## src/rtl/truncamiento_signo.sv

```systemverilog
// rtl/truncamiento_signo.sv - store-path narrowing: truncate, flag loss, serialize bytes to memory
module truncamiento_signo #(
    parameter bit BIG_ENDIAN = 1'b1
) (
    input  logic        clk,
    input  logic        rst,
    input  logic        start,
    input  logic [31:0] dato,
    input  logic [1:0]  tam,
    input  logic [31:0] dir,
    output logic        busy,
    output logic        mem_we,
    output logic [31:0] mem_addr,
    output logic [7:0]  mem_dato,
    input  logic        mem_ack,
    output logic        listo,
    output logic        desborde,
    output logic        error
);

    typedef enum logic [1:0] {IDLE, ENVIO, FIN} estado_t;

    estado_t     state_q, state_d;
    logic [1:0]  cnt_q, cnt_d;
    logic [1:0]  last_q, last_d;       // index of the final byte (n-1)
    logic [31:0] dato_q, dato_d;
    logic [31:0] dir_q, dir_d;
    logic        err_q, err_d;
    logic        desb_q, desb_d;

    logic        busy_q, busy_d;
    logic        mem_we_q, mem_we_d;
    logic [31:0] mem_addr_q, mem_addr_d;
    logic [7:0]  mem_dato_q, mem_dato_d;
    logic        listo_q, listo_d;
    logic        desborde_q, desborde_d;
    logic        error_q, error_d;

    logic        acc_err;
    logic        acc_desb;
    logic [1:0]  idx;

    // Next-state logic; outputs are decoded from the next state so they leave flops
    always_comb begin
        state_d  = state_q;
        cnt_d    = cnt_q;
        last_d   = last_q;
        dato_d   = dato_q;
        dir_d    = dir_q;
        err_d    = err_q;
        desb_d   = desb_q;
        acc_err  = (tam == 2'b11) ||
                   (tam == 2'b01 && dir[0]) ||
                   (tam == 2'b10 && dir[1:0] != 2'b00);
        acc_desb = 1'b0;
        case (tam)
            2'b00:   acc_desb = (dato[31:8]  != {24{dato[7]}});
            2'b01:   acc_desb = (dato[31:16] != {16{dato[15]}});
            default: acc_desb = 1'b0;
        endcase

        case (state_q)
            IDLE: begin
                if (start) begin
                    dato_d  = dato;
                    dir_d   = dir;
                    cnt_d   = 2'd0;
                    last_d  = (tam == 2'b00) ? 2'd0 : (tam == 2'b01) ? 2'd1 : 2'd3;
                    err_d   = acc_err;
                    desb_d  = acc_err ? 1'b0 : acc_desb;
                    state_d = acc_err ? FIN : ENVIO;
                end
            end
            ENVIO: begin
                if (mem_ack) begin
                    if (cnt_q == last_q) begin
                        state_d = FIN;
                    end else begin
                        cnt_d = cnt_q + 2'd1;
                    end
                end
            end
            FIN: begin
                state_d = IDLE;
            end
            default: begin
                state_d = IDLE;
            end
        endcase

        idx = BIG_ENDIAN ? (last_d - cnt_d) : cnt_d;

        busy_d     = (state_d != IDLE);
        mem_we_d   = (state_d == ENVIO);
        mem_addr_d = 32'd0;
        mem_dato_d = 8'd0;
        if (state_d == ENVIO) begin
            mem_addr_d = dir_d + {30'd0, cnt_d};
            case (idx)
                2'd0:    mem_dato_d = dato_d[7:0];
                2'd1:    mem_dato_d = dato_d[15:8];
                2'd2:    mem_dato_d = dato_d[23:16];
                default: mem_dato_d = dato_d[31:24];
            endcase
        end
        listo_d    = (state_d == FIN);
        error_d    = (state_d == FIN) && err_d;
        desborde_d = (state_d == FIN) && desb_d;
    end

    // State and output registers with synchronous reset
    always_ff @(posedge clk) begin
        if (rst) begin
            state_q    <= IDLE;
            cnt_q      <= 2'd0;
            last_q     <= 2'd0;
            dato_q     <= 32'd0;
            dir_q      <= 32'd0;
            err_q      <= 1'b0;
            desb_q     <= 1'b0;
            busy_q     <= 1'b0;
            mem_we_q   <= 1'b0;
            mem_addr_q <= 32'd0;
            mem_dato_q <= 8'd0;
            listo_q    <= 1'b0;
            desborde_q <= 1'b0;
            error_q    <= 1'b0;
        end else begin
            state_q    <= state_d;
            cnt_q      <= cnt_d;
            last_q     <= last_d;
            dato_q     <= dato_d;
            dir_q      <= dir_d;
            err_q      <= err_d;
            desb_q     <= desb_d;
            busy_q     <= busy_d;
            mem_we_q   <= mem_we_d;
            mem_addr_q <= mem_addr_d;
            mem_dato_q <= mem_dato_d;
            listo_q    <= listo_d;
            desborde_q <= desborde_d;
            error_q    <= error_d;
        end
    end

    assign busy     = busy_q;
    assign mem_we   = mem_we_q;
    assign mem_addr = mem_addr_q;
    assign mem_dato = mem_dato_q;
    assign listo    = listo_q;
    assign desborde = desborde_q;
    assign error    = error_q;

endmodule

```

## config.mk

```make
export PLATFORM = sky130hd
export DESIGN_NAME = truncamiento_signo
export DESIGN_NICKNAME = d
export VERILOG_FILES = /design/src/rtl/truncamiento_signo.sv
export SDC_FILE = /design/constraint.sdc
export NUM_CORES = 1
export LEC_CHECK = 0
export CELL_PAD_IN_SITES_DETAIL_PLACEMENT = 1
export CELL_PAD_IN_SITES_GLOBAL_PLACEMENT = 2
export CORE_ASPECT_RATIO = 2
export CORE_MARGIN = 2
export CORE_UTILIZATION = 31
export CTS_CLUSTER_DIAMETER = 40
export DETAILED_ROUTE_END_ITERATION = 16
export GPL_TIMING_DRIVEN = 0
export PLACE_DENSITY = 0.84
export REMOVE_ABC_BUFFERS = 1
export SLEW_MARGIN = 20
export SYNTH_ARGS = -nofsm -noshare
export SYNTH_HDL_FRONTEND = slang
export SYNTH_SLANG_ARGS = --single-unit
```

## constraint.sdc

```tcl
create_clock -name clk -period 3.6 [get_ports clk]
set_clock_uncertainty 0.05 [all_clocks]
set_input_delay 0.36 -clock clk [delete_from_list [all_inputs] [get_ports clk]]
set_output_delay 0.36 -clock clk [all_outputs]
set_load 0.02 [all_outputs]
```

# Word level (Yosys, flattened, before mapping)
# Index checks and enable logic that the tools add are counted.
[classes]
add_sub_neg = 3
eq_ne = 11
muxes = 24
n_bitwise = 1
reduce_logical = 12
[op_table]
columns = ["operator", "n"]
rows = [
  ["2-to-1 mux 32 bit", 4],
  ["adder 32 x 2 -> 32 bit", 1],
  ["!= test 24 bit", 1],
  ["case mux 8 bit (3 select lines)", 1],
  ["2-to-1 mux 2 bit", 11],
  ["!= test 16 bit", 1],
  ["equality test 2 x 1 -> 1 bit, second input constant", 4],
  ["equality test 2 bit, second input constant", 4],
  ["case mux 2 bit (2 select lines)", 2],
  ["logical NOT 2 bit", 3],
  ["2-to-1 mux 1 bit", 5],
  ["logical AND 1 bit", 4],
  ["nonzero test 2 bit", 2],
  ["adder 2 x 1 -> 2 bit, second input constant", 1],
  ["equality test 2 bit", 1],
  ["logical OR 1 bit", 2],
  ["case mux 1 bit (2 select lines)", 1],
  ["OR reduction 2 bit", 1],
  ["subtractor 2 bit", 1],
  ["inverter 1 bit", 1],
]
[word_totals]
ff_bits = 117
in_bits = 70
output_inout_bits = 45
word_cells = 65

# Depth between registers and ports, before layout
[logic_depth]
word_depth = 10
ltp_mapped = 13
ltp_nobuf = 10

# Worst setup path before layout
# OpenSTA, ideal clock, no wires.
[synth_path]
path_kind = "register to register"
startpoint = "reg state_q[0]"
endpoint = "reg mem_dato_q[5], in the netlist mem_dato[5]"
setup_ps = 72
t_arrival_ps = 2922
t_required_ps = 3478
slack_ps = 556
stages_incl_launch_ff = 13
path_buffers = 5
synth_period_minus_slack_ps = 3044
path_cell_list = "dfxtp_1 > or3b_1 > buf_6 > buf_6 > clkbuf_1 > or3_1 > o21ai_0 > ha_1 > buf_1 > clkbuf_1 > mux2i_1 > nand2_1 > mux2i_1"
[synth_between]
elab_chain_len = 6
word_cells_on_any_way = 17
cone_classes = "add/sub (1); eq/ne (4); mux (8); bitwise (1); reduce/logical (3)"
[synth_lines]
columns = ["item", "line", "source"]
rows = [
  ["start: declaration", "23", "estado_t state_q, state_d;"],
  ["start signal: assignment", "129", "state_q <= state_d;"],
  ["parallel branches: the longest is 6 deep, another holds subtractor 2 bit", "-", ""],
  ["end signal: assignment", "139", "mem_dato_q <= mem_dato_d;"],
  ["end: declaration", "34", "logic [7:0] mem_dato_q, mem_dato_d;"],
]
# Parallel ways; which one is timed is not known.
# A chain may end at the register's enable or synchronous reset.

# Final worst setup path
[layout_path]
startpoint = "in start"
endpoint = "reg mem_dato_q[1], in the netlist mem_dato[1]"
[layout_between]
elab_chain_len = 5
word_cells_on_any_way = 16
cone_classes = "add/sub (1); eq/ne (3); mux (9); bitwise (1); reduce/logical (2)"
[layout_lines]
columns = ["item", "line", "source"]
rows = [
  ["start: declaration", "7", "input logic start,"],
  ["2-to-1 mux 2 bit", "64", "if (start) begin"],
  ["case mux 2 bit (2 select lines) / 2-to-1 mux 2 bit (equally long branches)", "62", "case (state_q)"],
  ["subtractor 2 bit / equality test 2 x 1 -> 1 bit (equally long branches)", "91, 97", ""],
  ["equality test 2 bit (tied with other cells)", "99", "case (idx)"],
  ["case mux 8 bit (3 select lines) / OR reduction 2 bit (equally long branches)", "-", ""],
]
# Several ways; a longest one is shown, not always the timed one.

==> flow_metrics.py <==
metrics = {
    "outcome": {
        "status": "complete, no violations",
    },
    "timing": {
        "rsz0062_at_grt": "no",
        "period_share_pct": 95.00,
        "slew_headroom_pct": 36.21,
        "setup_viol": 0,
        "min_period_ns": 3.420,
        "final_max_slew_viol_count": 0,
        "worst_pin_slew_ns": 0.9568,
        "max_freq_mhz": 292.4,
        "fin_hold_ws_ns": 0.2250,
        "hold_viol": 0,
    },
    "global_route": {
        "grt_pass1_wl_um": 29060,
        "antenna_found_initial": 0,
        "grt_max_degree": 62,
        "grt_pass1_vias": 5644,
        "grt_overflow": 0,
        "grtUsageTotal_pct": 19.52,
    },
    "clock_network": {
        "cts_hold_buf": 0,
        "clock-sinks": 117,
        "tritoncts": "built",
        "clkTransAtPathRegs_ns": 0.06,
        "htree_num_levels": 4,
        "cts_made_buffers": 17,
        "insertion_delay_ns": 0.42,
        "root_buffer": "clkbuf_16",
        "clockBufferDepth": 2,
    },
    "route": {
        "detailroute.wirelength.met2_um": 10530,
        "routed-wl-met3_um": 750,
        "viasPerCell": 5.318,
        "wl_um": 18150,
        "ant_nets": 0,
        "wl_met1_um": 6238,
        "wl_per_cell_um": 18.99,
        "top_layer": "met4",
        "drc": 0,
        "drt_iter0_drc": 100,
        "dr.pass1.iters": 4,
        "num_vias": 5084,
    },
    "floorplan": {
        "num_io_pins": 115,
        "rows": 69,
        "core_area_sq_um": 17700,
        "fp.dieW_um": 98.80,
        "die-area_sq_um": 19130,
        "start_util_pct": 31.48,
        "dieHeight_um": 193.6,
    },
    "pwr": {
        "leakagePower_nw": 2.906,
        "switching_share_pct": 25.85,
        "vdd_drop_max_mv": 0.3024,
        "total_power_mw": 3.783,
        "switchingPower_mw": 0.9778,
        "seq_power_share_pct": 37.4,
        "p_per_area_nw_per_um2": 499.7,
        "p_int_mw": 2.805,
        "p_comb_share_pct": 15.6,
        "pwr-share-clk_pct": 47.0,
    },
    "synth": {
        "synth_edf_count": 0,
        "synth_top_cell_area_share_pct": 42.04,
        "syn_avg_cell_area_sq_um": 8.915,
        "ys.flop_type": "dfxtp_1",
        "synthCells": 625,
        "yosysWarnings": 0,
        "ys_seq_elements": 117,
        "synth-async-reset-ratio_pct": 0,
        "ys_types": 67,
        "syn_area_sq_um": 5572,
        "netlist_top_cells_count": "dfxtp_1 (117), nand2_1 (85), mux2i_1 (76), nor2_1 (72), nand3_1 (34)",
        "yosys.cell_count.top_type": "dfxtp_1",
        "yosys-top-cells-area": "dfxtp_1 (42%), mux2i_1 (14%), nand2_1 (5.7%)",
        "synth_top_cell_by_area": "dfxtp_1",
        "synth-seq-area-share_pct": 42.04,
    },
    "layout": {
        "areaGrowthSynthToFinish_pct": 35.86,
        "nFillCells": 2026,
        "fin_nets": 807,
        "register_area_sq_um": 2342,
        "diodes": 0,
        "drive_gt1_share_pct": 8.748,
        "multi_input_area_sq_um": 3032,
    },
    "min_path": {
        "hp-start": "rst",
        "hold_class": "input pin to flip-flop",
        "hold-path-cell-count": 2,
        "hold_end": "dir_q[30]",
    },
    "placement": {
        "portBuffers": 114,
        "globalplace.congestion": 0.8082,
        "dp_hpwl_um": 13460,
    },
    "setup_path": {
        "r2r_end": "mem_dato[1]",
        "worstRegToRegCells": 8,
        "worst_ep_required_time_ns": 3.90,
        "r2r-start": "state_q[0]",
        "reg2reg_slack_ns": 0.24,
        "worstPathArrival_ns": 3.72,
        "cp-start-kind": "input pin",
        "crit_fanout": 28,
        "crit_path_end_kind": "flip-flop",
        "critical_path_class": "input pin to flip-flop",
    },
    "flow_run": {
        "drv_cap": 0,
    },
}
[sequential cells by signal, summed over array words and instances (netlist names), 2 cells and up]
| register | cells |
|---|---|
| dato_q | 32 |
| cnt_q | 2 |
| mem_addr | 32 |
| mem_dato | 8 |
| dir_q | 32 |
| last_q | 2 |
| state_q | 2 |
[through the flow]
| stage | TNS (ns) | util, % | cells | setup slack [ns] | cell area (sq um) |
|---|---|---|---|---|---|
| finish | 0 | 42.77 | 956 | 0.1800 | 7570 |
| global route | 0 | 42.77 | 956 | 0.03092 | 7570 |
| CTS | 0 | 42.73 | 956 | 0.1129 | 7562 |
| detailed placement | -10.23 | 39.29 | 926 | -0.5751 | 6954 |
| global placement | -506.41 | 38.42 | 916 | -6.483 | 6800 |
| floorplan | -221.71 | - | 589 | -3.234 | 5393 |
[cell usage in the layout, fill, tap and decap left out, types with 6 or more instances in the layout]
| cell | n |
|---|---|
| a21oi_1 | 18 |
| a31oi_1 | 7 |
| and3_1 | 9 |
| and4_1 | 7 |
| clkbuf_16 | 17 |
| clkdlybuf4s50_1 | 113 |
| dfxtp_1 | 117 |
| inv_1 | 8 |
| mux2i_1 | 76 |
| nand2_1 | 85 |
| nand3_1 | 34 |
| nand4_1 | 26 |
| nor2_1 | 72 |
| nor2b_1 | 9 |
| nor3_1 | 8 |
| nor3b_1 | 6 |
| o21ai_0 | 12 |
| xnor2_1 | 6 |
| xor2_1 | 9 |
[worst max-delay path: stages]
cell and delay (ns):
clkdlybuf4s50_1 0.54, or3b_2 0.66, buf_12 0.25, or3_1 0.31
o21ai_0 0.12, ha_1 0.83, mux2i_1 0.29, nand2_1 0.14
mux2i_1 0.19
[power groups by stage]
stage,clock (mW),combinational (mW),sequential [mW]
6_report,1.78,0.589,1.42
2_1_floorplan,0,0.310,1.46
4_1_cts,1.81,0.596,1.42
3_5_place_dp,0,0.591,1.44
5_1_grt,1.86,0.645,1.42
3_3_place_gp,0,0.576,1.44
[per-layer routing]
layer	global-route usage, %	vias to the layer above
met5	0	-
met4	9.132	0
met3	4.191	38
met2	38.39	129
met1	18.36	2482
li1	-	2435
[logic make-up (layout without fill, tap and decap cells)]
family	Yosys count	after routing	synth area share, %
simple gates	287	287	25.80
xor+xnor	17	17	2.942
compound gates	75	75	9.701
flops	117	117	42.04
fa+ha+maj	4	4	1.033
buf+inv	45	163	3.818
mux	80	80	14.66
[worst max-delay path by stage]
stage | slack (ns) | cells after the start | start | endpoint
after floorplan | -3.23 | 7 | state_q[0] | mem_addr[8]
after global placement | -6.48 | 8 | start | mem_addr[8]
after detailed placement | -0.58 | 12 | start | mem_addr[28]
after CTS | 0.11 | 9 | start | mem_dato[1]
after global routing | 0.03 | 9 | start | mem_dato[3]
final | 0.18 | 9 | start | mem_dato[1]
[final cells by class]
type                            instances  share of cell area [%]
Clock buffer                           19                   5.851
Timing Repair Buffer                  125                   17.11
Sequential cell                       117                   30.94
Clock inverter                         10                   2.083
Tap cell                              213                   3.521
Inverter                                9                  0.4463
Multi-Input combinational cell        463                   40.05
[what timing repair did]
action                                 in CTS  in global routing
setup endpoints to repair                   8                  4
setup buffers                               1                  0
gates resized for setup                     0                  2
endpoints found under the hold margin       0                  0
Note: power is estimated with default switching activity, not from simulation.
